### src/rtl/mc_ctrl_pkg.sv
`default_nettype none
// +----------------------------------------------------------------------+
// | Package : mc_ctrl_pkg                                                |
// | Brief   : State encodings, opcodes, select constants and the control |
// |           word shared by the multi-cycle MIPS control FSM.           |
// | Rev     : 1.0  initial release                                       |
// +----------------------------------------------------------------------+
package mc_ctrl_pkg;

  // FSM state encodings; 12-15 are unused and recover to FETCH
  typedef enum logic [3:0] {
    ST_FETCH     = 4'd0,
    ST_DECODE    = 4'd1,
    ST_MEM_ADDR  = 4'd2,
    ST_MEM_READ  = 4'd3,
    ST_MEM_WB    = 4'd4,
    ST_MEM_WRITE = 4'd5,
    ST_R_EXEC    = 4'd6,
    ST_R_WB      = 4'd7,
    ST_BRANCH    = 4'd8,
    ST_JUMP      = 4'd9,
    ST_ADDI_EXEC = 4'd10,
    ST_ADDI_WB   = 4'd11
  } state_t;

  // Opcodes (IR[31:26])
  localparam logic [5:0] c_op_rtype = 6'b000000;
  localparam logic [5:0] c_op_lw    = 6'b100011;
  localparam logic [5:0] c_op_sw    = 6'b101011;
  localparam logic [5:0] c_op_beq   = 6'b000100;
  localparam logic [5:0] c_op_addi  = 6'b001000;
  localparam logic [5:0] c_op_j     = 6'b000010;

  // ALU operation requested from the ALU control unit
  localparam logic [1:0] c_alu_add   = 2'b00;
  localparam logic [1:0] c_alu_sub   = 2'b01;
  localparam logic [1:0] c_alu_funct = 2'b10;

  // ALU B operand select
  localparam logic [1:0] c_alub_reg       = 2'b00;
  localparam logic [1:0] c_alub_four      = 2'b01;
  localparam logic [1:0] c_alub_imm       = 2'b10;
  localparam logic [1:0] c_alub_imm_shift = 2'b11;

  // PC source select
  localparam logic [1:0] c_pcsrc_alu    = 2'b00;
  localparam logic [1:0] c_pcsrc_aluout = 2'b01;
  localparam logic [1:0] c_pcsrc_jump   = 2'b10;

  // Complete set of datapath controls produced in one cycle
  typedef struct packed {
    logic       pc_write;
    logic       ir_write;
    logic       i_or_d;
    logic       mem_read;
    logic       mem_write;
    logic       mem_to_reg;
    logic       reg_dst;
    logic       reg_write;
    logic       alu_src_a;
    logic [1:0] alu_src_b;
    logic [1:0] alu_op;
    logic [1:0] pc_source;
  } ctrl_t;

endpackage : mc_ctrl_pkg
`default_nettype wire

### src/rtl/mc_ctrl_decode.sv
`default_nettype none
// +----------------------------------------------------------------------+
// | Module  : mc_ctrl_decode                                             |
// | Brief   : Combinational control-word decode from the FSM state.      |
// |           Macro MC_JUMP_EN adds the JUMP state controls.             |
// | Rev     : 1.0  initial release                                       |
// +----------------------------------------------------------------------+
module mc_ctrl_decode
  import mc_ctrl_pkg::*;
(
  input  state_t i_state,
  input  logic   i_mem_ready,
  input  logic   i_zero,
  input  logic   i_rst,
  output ctrl_t  o_ctrl
);

  ctrl_t w_ctrl;

  // Moore control word per state, plus the mem_ready / zero qualified enables
  always_comb begin
    w_ctrl = '0;
    case (i_state)
      ST_FETCH: begin
        w_ctrl.mem_read  = 1'b1;
        w_ctrl.i_or_d    = 1'b0;
        w_ctrl.alu_src_a = 1'b0;
        w_ctrl.alu_src_b = c_alub_four;
        w_ctrl.alu_op    = c_alu_add;
        w_ctrl.pc_source = c_pcsrc_alu;
        w_ctrl.ir_write  = i_mem_ready;
        w_ctrl.pc_write  = i_mem_ready;
      end
      ST_DECODE: begin
        w_ctrl.alu_src_a = 1'b0;
        w_ctrl.alu_src_b = c_alub_imm_shift;
        w_ctrl.alu_op    = c_alu_add;
      end
      ST_MEM_ADDR: begin
        w_ctrl.alu_src_a = 1'b1;
        w_ctrl.alu_src_b = c_alub_imm;
        w_ctrl.alu_op    = c_alu_add;
      end
      ST_MEM_READ: begin
        w_ctrl.mem_read = 1'b1;
        w_ctrl.i_or_d   = 1'b1;
      end
      ST_MEM_WB: begin
        w_ctrl.reg_write  = 1'b1;
        w_ctrl.mem_to_reg = 1'b1;
        w_ctrl.reg_dst    = 1'b0;
      end
      ST_MEM_WRITE: begin
        w_ctrl.mem_write = 1'b1;
        w_ctrl.i_or_d    = 1'b1;
      end
      ST_R_EXEC: begin
        w_ctrl.alu_src_a = 1'b1;
        w_ctrl.alu_src_b = c_alub_reg;
        w_ctrl.alu_op    = c_alu_funct;
      end
      ST_R_WB: begin
        w_ctrl.reg_write  = 1'b1;
        w_ctrl.reg_dst    = 1'b1;
        w_ctrl.mem_to_reg = 1'b0;
      end
      ST_BRANCH: begin
        w_ctrl.alu_src_a = 1'b1;
        w_ctrl.alu_src_b = c_alub_reg;
        w_ctrl.alu_op    = c_alu_sub;
        w_ctrl.pc_source = c_pcsrc_aluout;
        w_ctrl.pc_write  = i_zero;
      end
`ifdef MC_JUMP_EN
      ST_JUMP: begin
        w_ctrl.pc_source = c_pcsrc_jump;
        w_ctrl.pc_write  = 1'b1;
      end
`endif
      ST_ADDI_EXEC: begin
        w_ctrl.alu_src_a = 1'b1;
        w_ctrl.alu_src_b = c_alub_imm;
        w_ctrl.alu_op    = c_alu_add;
      end
      ST_ADDI_WB: begin
        w_ctrl.reg_write  = 1'b1;
        w_ctrl.reg_dst    = 1'b0;
        w_ctrl.mem_to_reg = 1'b0;
      end
      default: w_ctrl = '0;
    endcase
  end

  // Reset holds every architectural strobe low; reset is asynchronous, so
  // the FETCH read request must not leak out while rst is still high
  always_comb begin
    o_ctrl = w_ctrl;
    if (i_rst) begin
      o_ctrl.pc_write  = 1'b0;
      o_ctrl.ir_write  = 1'b0;
      o_ctrl.mem_read  = 1'b0;
      o_ctrl.mem_write = 1'b0;
      o_ctrl.reg_write = 1'b0;
    end
  end

endmodule : mc_ctrl_decode
`default_nettype wire

### src/rtl/multicycle_ctrl_fsm.sv
`default_nettype none
// +----------------------------------------------------------------------+
// | Module  : multicycle_ctrl_fsm                                        |
// | Brief   : Main control FSM for the multi-cycle MIPS datapath: state  |
// |           register, next-state logic and fetched-instruction count.  |
// |           Macro MC_JUMP_EN enables decode of j (opcode 000010).      |
// | Rev     : 1.0  initial release                                       |
// +----------------------------------------------------------------------+
module multicycle_ctrl_fsm
  import mc_ctrl_pkg::*;
(
  input  logic        clk,
  input  logic        rst,
  input  logic [5:0]  opcode,
  input  logic        zero,
  input  logic        mem_ready,
  output logic        pc_write,
  output logic        ir_write,
  output logic        i_or_d,
  output logic        mem_read,
  output logic        mem_write,
  output logic        mem_to_reg,
  output logic        reg_dst,
  output logic        reg_write,
  output logic        alu_src_a,
  output logic [1:0]  alu_src_b,
  output logic [1:0]  alu_op,
  output logic [1:0]  pc_source,
  output logic        illegal_op,
  output logic [3:0]  state,
  output logic [31:0] instr_count
);

  state_t      r_state;
  state_t      w_next_state;
  logic        w_illegal;
  logic [31:0] r_instr_count;
  ctrl_t       w_ctrl;

  // State register
  always_ff @(posedge clk or posedge rst) begin
    if (rst) begin
      r_state <= ST_FETCH;
    end else begin
      r_state <= w_next_state;
    end
  end

  // Next-state selection; memory states hold until mem_ready
  always_comb begin
    w_next_state = ST_FETCH;
    w_illegal    = 1'b0;
    case (r_state)
      ST_FETCH: w_next_state = mem_ready ? ST_DECODE : ST_FETCH;
      ST_DECODE: begin
        case (opcode)
          c_op_rtype:       w_next_state = ST_R_EXEC;
          c_op_lw, c_op_sw: w_next_state = ST_MEM_ADDR;
          c_op_beq:         w_next_state = ST_BRANCH;
          c_op_addi:        w_next_state = ST_ADDI_EXEC;
`ifdef MC_JUMP_EN
          c_op_j:           w_next_state = ST_JUMP;
`endif
          default: begin
            w_next_state = ST_FETCH;
            w_illegal    = 1'b1;
          end
        endcase
      end
      ST_MEM_ADDR: begin
        if (opcode == c_op_lw) begin
          w_next_state = ST_MEM_READ;
        end else if (opcode == c_op_sw) begin
          w_next_state = ST_MEM_WRITE;
        end else begin
          w_next_state = ST_FETCH;
        end
      end
      ST_MEM_READ:  w_next_state = mem_ready ? ST_MEM_WB : ST_MEM_READ;
      ST_MEM_WRITE: w_next_state = mem_ready ? ST_FETCH : ST_MEM_WRITE;
      ST_R_EXEC:    w_next_state = ST_R_WB;
      ST_ADDI_EXEC: w_next_state = ST_ADDI_WB;
      default:      w_next_state = ST_FETCH;
    endcase
  end

  // Fetched-instruction counter; wraps naturally at 2^32
  always_ff @(posedge clk or posedge rst) begin
    if (rst) begin
      r_instr_count <= 32'd0;
    end else if (w_ctrl.ir_write) begin
      r_instr_count <= r_instr_count + 32'd1;
    end
  end

  mc_ctrl_decode u_decode (
    .i_state     (r_state),
    .i_mem_ready (mem_ready),
    .i_zero      (zero),
    .i_rst       (rst),
    .o_ctrl      (w_ctrl)
  );

  assign pc_write    = w_ctrl.pc_write;
  assign ir_write    = w_ctrl.ir_write;
  assign i_or_d      = w_ctrl.i_or_d;
  assign mem_read    = w_ctrl.mem_read;
  assign mem_write   = w_ctrl.mem_write;
  assign mem_to_reg  = w_ctrl.mem_to_reg;
  assign reg_dst     = w_ctrl.reg_dst;
  assign reg_write   = w_ctrl.reg_write;
  assign alu_src_a   = w_ctrl.alu_src_a;
  assign alu_src_b   = w_ctrl.alu_src_b;
  assign alu_op      = w_ctrl.alu_op;
  assign pc_source   = w_ctrl.pc_source;
  assign illegal_op  = w_illegal & ~rst;
  assign state       = r_state;
  assign instr_count = r_instr_count;

endmodule : multicycle_ctrl_fsm
`default_nettype wire

### config.mk
export PLATFORM = sky130hd
export DESIGN_NAME = multicycle_ctrl_fsm
export DESIGN_NICKNAME = d
export VERILOG_FILES = /design/src/rtl/mc_ctrl_pkg.sv /design/src/rtl/mc_ctrl_decode.sv /design/src/rtl/multicycle_ctrl_fsm.sv
export SDC_FILE = /design/constraint.sdc
export NUM_CORES = 1
export LEC_CHECK = 0
export CAP_MARGIN = 15
export CORE_AREA = 10 10 59 96
export CTS_CLUSTER_DIAMETER = 60
export DETAILED_ROUTE_END_ITERATION = 16
export DIE_AREA = 0 0 69 106
export HOLD_SLACK_MARGIN = 0.12
export PLACE_DENSITY = 0.81
export SLEW_MARGIN = 30
export SYNTH_ARGS = -nofsm -noshare
export SYNTH_HDL_FRONTEND = slang
export SYNTH_SLANG_ARGS = --single-unit
export TNS_END_PERCENT = 1
### constraint.sdc
create_clock -name clk -period 5.3 [get_ports clk]
set_input_delay 1.06 -clock clk [delete_from_list [all_inputs] [get_ports clk]]
set_output_delay 1.06 -clock clk [all_outputs]
set_load 0.03 [all_outputs]
==> metrics.md <==
| Metric | Value |
|---|---|
| Via count | 1,635 |
| Die height | around 110 um |
| Crit Path Class | in -> out |
| Dpl cell area | 2555 um2 |
| Worst r2r src | state[2]$_DFF_PP0_ |
| # IOs | between 60 and 70 |
| Initial antenna violation count | 0 |
| Largest family of logic cells by synthesized area | simple AND/OR/NAND/NOR gates |
| Die Wd | 69 um |
| Worst Path Required | roughly 4200 ps |
| Setup violations, final | 0 |
| Die area | 7314 um2 |
| Initial Util | a little under half |
| WL/cell | 16.00 um |
| Min-delay src | instr_count[31]$_DFFE_PP0P_ |
| Clock insertion delay at the later pin of the skew report | 280 ps |
| WL final | ~4800 um |
| DRC Markers | 0 |
| Status | finished, final reports clean |
| Reg area | ~900 um2 |
| Largest net degree at the start of global routing | 37 |
| Crit path time final | 4025 ps |
| Flops & latches, synth | 36 |
| Hold crit path type | reg -> reg |
| Nets | between 200 and 300 |
| XOR/XNOR Fraction of Synth Area | between 10% and 20% |
| Async SR Flop Fraction | between 90% and 100% |
| Top FF cell, synth | dfrtp_1 |
| Cts hold-fix bufs | 0 |
| Initial DRC count | 64 |
| Root Buffer | clkbuf_8 |
| Drt first pass iters | 4 |
| Final Hold Viols | 0 |
| Cts repair resizes | 0 |
| Layout cells sized above 1 | 7.937% |
| Pins over their slew limit | 0 |
| Synth Area per Inst | about 10 um2 |
| Reg-to-reg slack, setup | roughly 3200 ps |
| Critical path fanouts, max | 6 |
| Multi-input gate area | between 900 and 1000 um2 |
| Post-CTS Repair Setup Buffers | 0 |
| HPWL after DPL | around 3800 um |
| Worst EP arrival | around 3000 ps |
| Sink Count | 36 |
| Max Freq | 248.4 MHz |
| Synth warnings | 0 |
| Number of synthesized flops with an enable pin | 0 |
| Final GP Congestion | 0.7626 |
| Cell area after layout | 2633 um2 |
| Adder-cell share of the synthesized area | less than 1% |
| CP Launch Point | mem_ready |
| H-tree Lvls | 2 |
| Core area | 4111 um2 |
| Syn nets | 201 |
| Leakage power figure | about 1.1 nW |
| # diodes | 0 |
| Cells after Synth | 190 |
| Setup_tns | 0 ps |
| Distinct cell type count after synthesis | 43 |
| # fillers | around 370 |
| Finished Core Util | between 60 and 70% |
| Clock Skews | 3.886 ps |
| P per Cell Area | ~250 nW/um2 |
| Max-cap violations | 0 |
| Post-Syn Area | 1913 um2 |
| Critical path launch point type | primary input |
| CTS clk-pin slew, worst paths | about 70 ps |
| Clk buf depth | 2 |
| Port bufs | 60 |
| Post-synthesis sequential area ratio | a little under half |
| Commonest non-fill, non-tap cell in the layout | clkdlybuf4s50_1 |
| Simple-gate share of the synthesized area | 28.38% |
| Final clock period utilization by the worst path | between 70% and 80% |
| WHS | between 400 and 500 ps |
| CTS tree | built |
| CTS Buf Count | 5 |
| Most frequent cells in the layout | clkdlybuf4s50_1, dfrtp_1, nor2_1 |
| Peak supply drop | about 0.00015 V |
| First-pass GRT wire length | 8204 um |
| Grt ovf | 0 |
| CP endpoint kind | primary output |
| Total GRT Usage | a little over an eighth |
| Vias in the first global route | between 1,500 and 2,000 |
| FP Rows | 31 |
| Complex-gate fraction of the synthesized area | under 10% |
| DR vias/cell | approximately 5.4 |
| RSZ-0062 raised after global routing | false |
| Mux contribution to synthesized area | less than 1% |
| Area Growth Syn to Fin | 37.61% |
| Count of antenna-violating nets left after detailed routing | 0 |
==> stage by stage <==
stage                     cells  power [mW]  setup slack, ps
after floorplan             190      0.4146             1990
after global placement      294      0.4837             1328
after detailed placement    294      0.4877             1265
after CTS                   301      0.6687             1267
after global routing        301      0.6873             1188
final                       301      0.6589             1275
==> sequential cells by signal, indices dropped and copies added, names as in the netlist <==
register,count
state,4
instr_count,32
==> kinds of logic (layout without fill, tap and decap cells) <==
kind of cell | count (synthesis) | count (layout)
simple gates | 92 | 92
flops | 36 | 36
xor+xnor | 33 | 33
compound gates | 15 | 15
buf+inv | 11 | 73
fa+ha+maj | 1 | 1
other cells | 1 | 1
mux | 1 | 1
==> synth_stat cells, types with 3 or more instances <==
cell,count,area [um2]
nor3_1,7,35.03
a21oi_1,4,20.02
nor3_2,3,30.03
clkbuf_1,4,15.01
nand2b_1,4,25.02
inv_1,5,18.77
nand4_1,5,31.28
nand3_1,11,55.05
dfrtp_1,36,900.9
xor2_1,14,122.6
nor4_1,3,18.77
xnor2_1,19,166.4
nor2_1,20,75.07
nand2_1,15,56.30
and3_1,6,37.54
==> layout make-up <==
type | instances | share of cell area (%)
multi-input cells | 143 | 36.69
flip-flops and latches | 36 | 34.22
repair buffers | 61 | 23.10
clock buffers | 6 | 2.757
well taps | 49 | 2.329
inverters | 5 | 0.7129
clock inverters | 1 | 0.1901
==> path summary, 6_finish.rpt <==
path,endpoint,cells past startpoint
setup / recovery,pc_write,5
hold / removal,instr_count[31]$_DFFE_PP0P_,1
setup reg to reg,instr_count[28]$_DFFE_PP0P_,5
hold reg to reg,instr_count[31]$_DFFE_PP0P_,1
max in group asynchronous,instr_count[23]$_DFFE_PP0P_,3
min in group asynchronous,instr_count[17]$_DFFE_PP0P_,3
==> report_power, final <==
group / total, mW / leakage, nW / switching (mW) / internal (mW)
Combinational: 0.157 / 0.613 / 0.0878 / 0.0695
Sequential: 0.323 / 0.483 / 0.0291 / 0.293
Clock: 0.179 / 0.0410 / 0.0899 / 0.0892
==> routing by layer <==
layer  up-vias  global-route usage, %  part of all wire, %
met4         0                  6.503                  2.3
met1       792                  11.98                   35
met5         -                      0                    0
li1        783                      -                    -
met2        53                  24.67                   56
met3         7                  5.400                  7.1
==> worst max-delay path, cell delays in order <==
cell and delay, ps:
clkdlybuf4s50_1 540, nor3b_4 270, and2_1 290, a31o_2 140, clkdlybuf4s50_1 660
(Power assumes the default switching activity.)
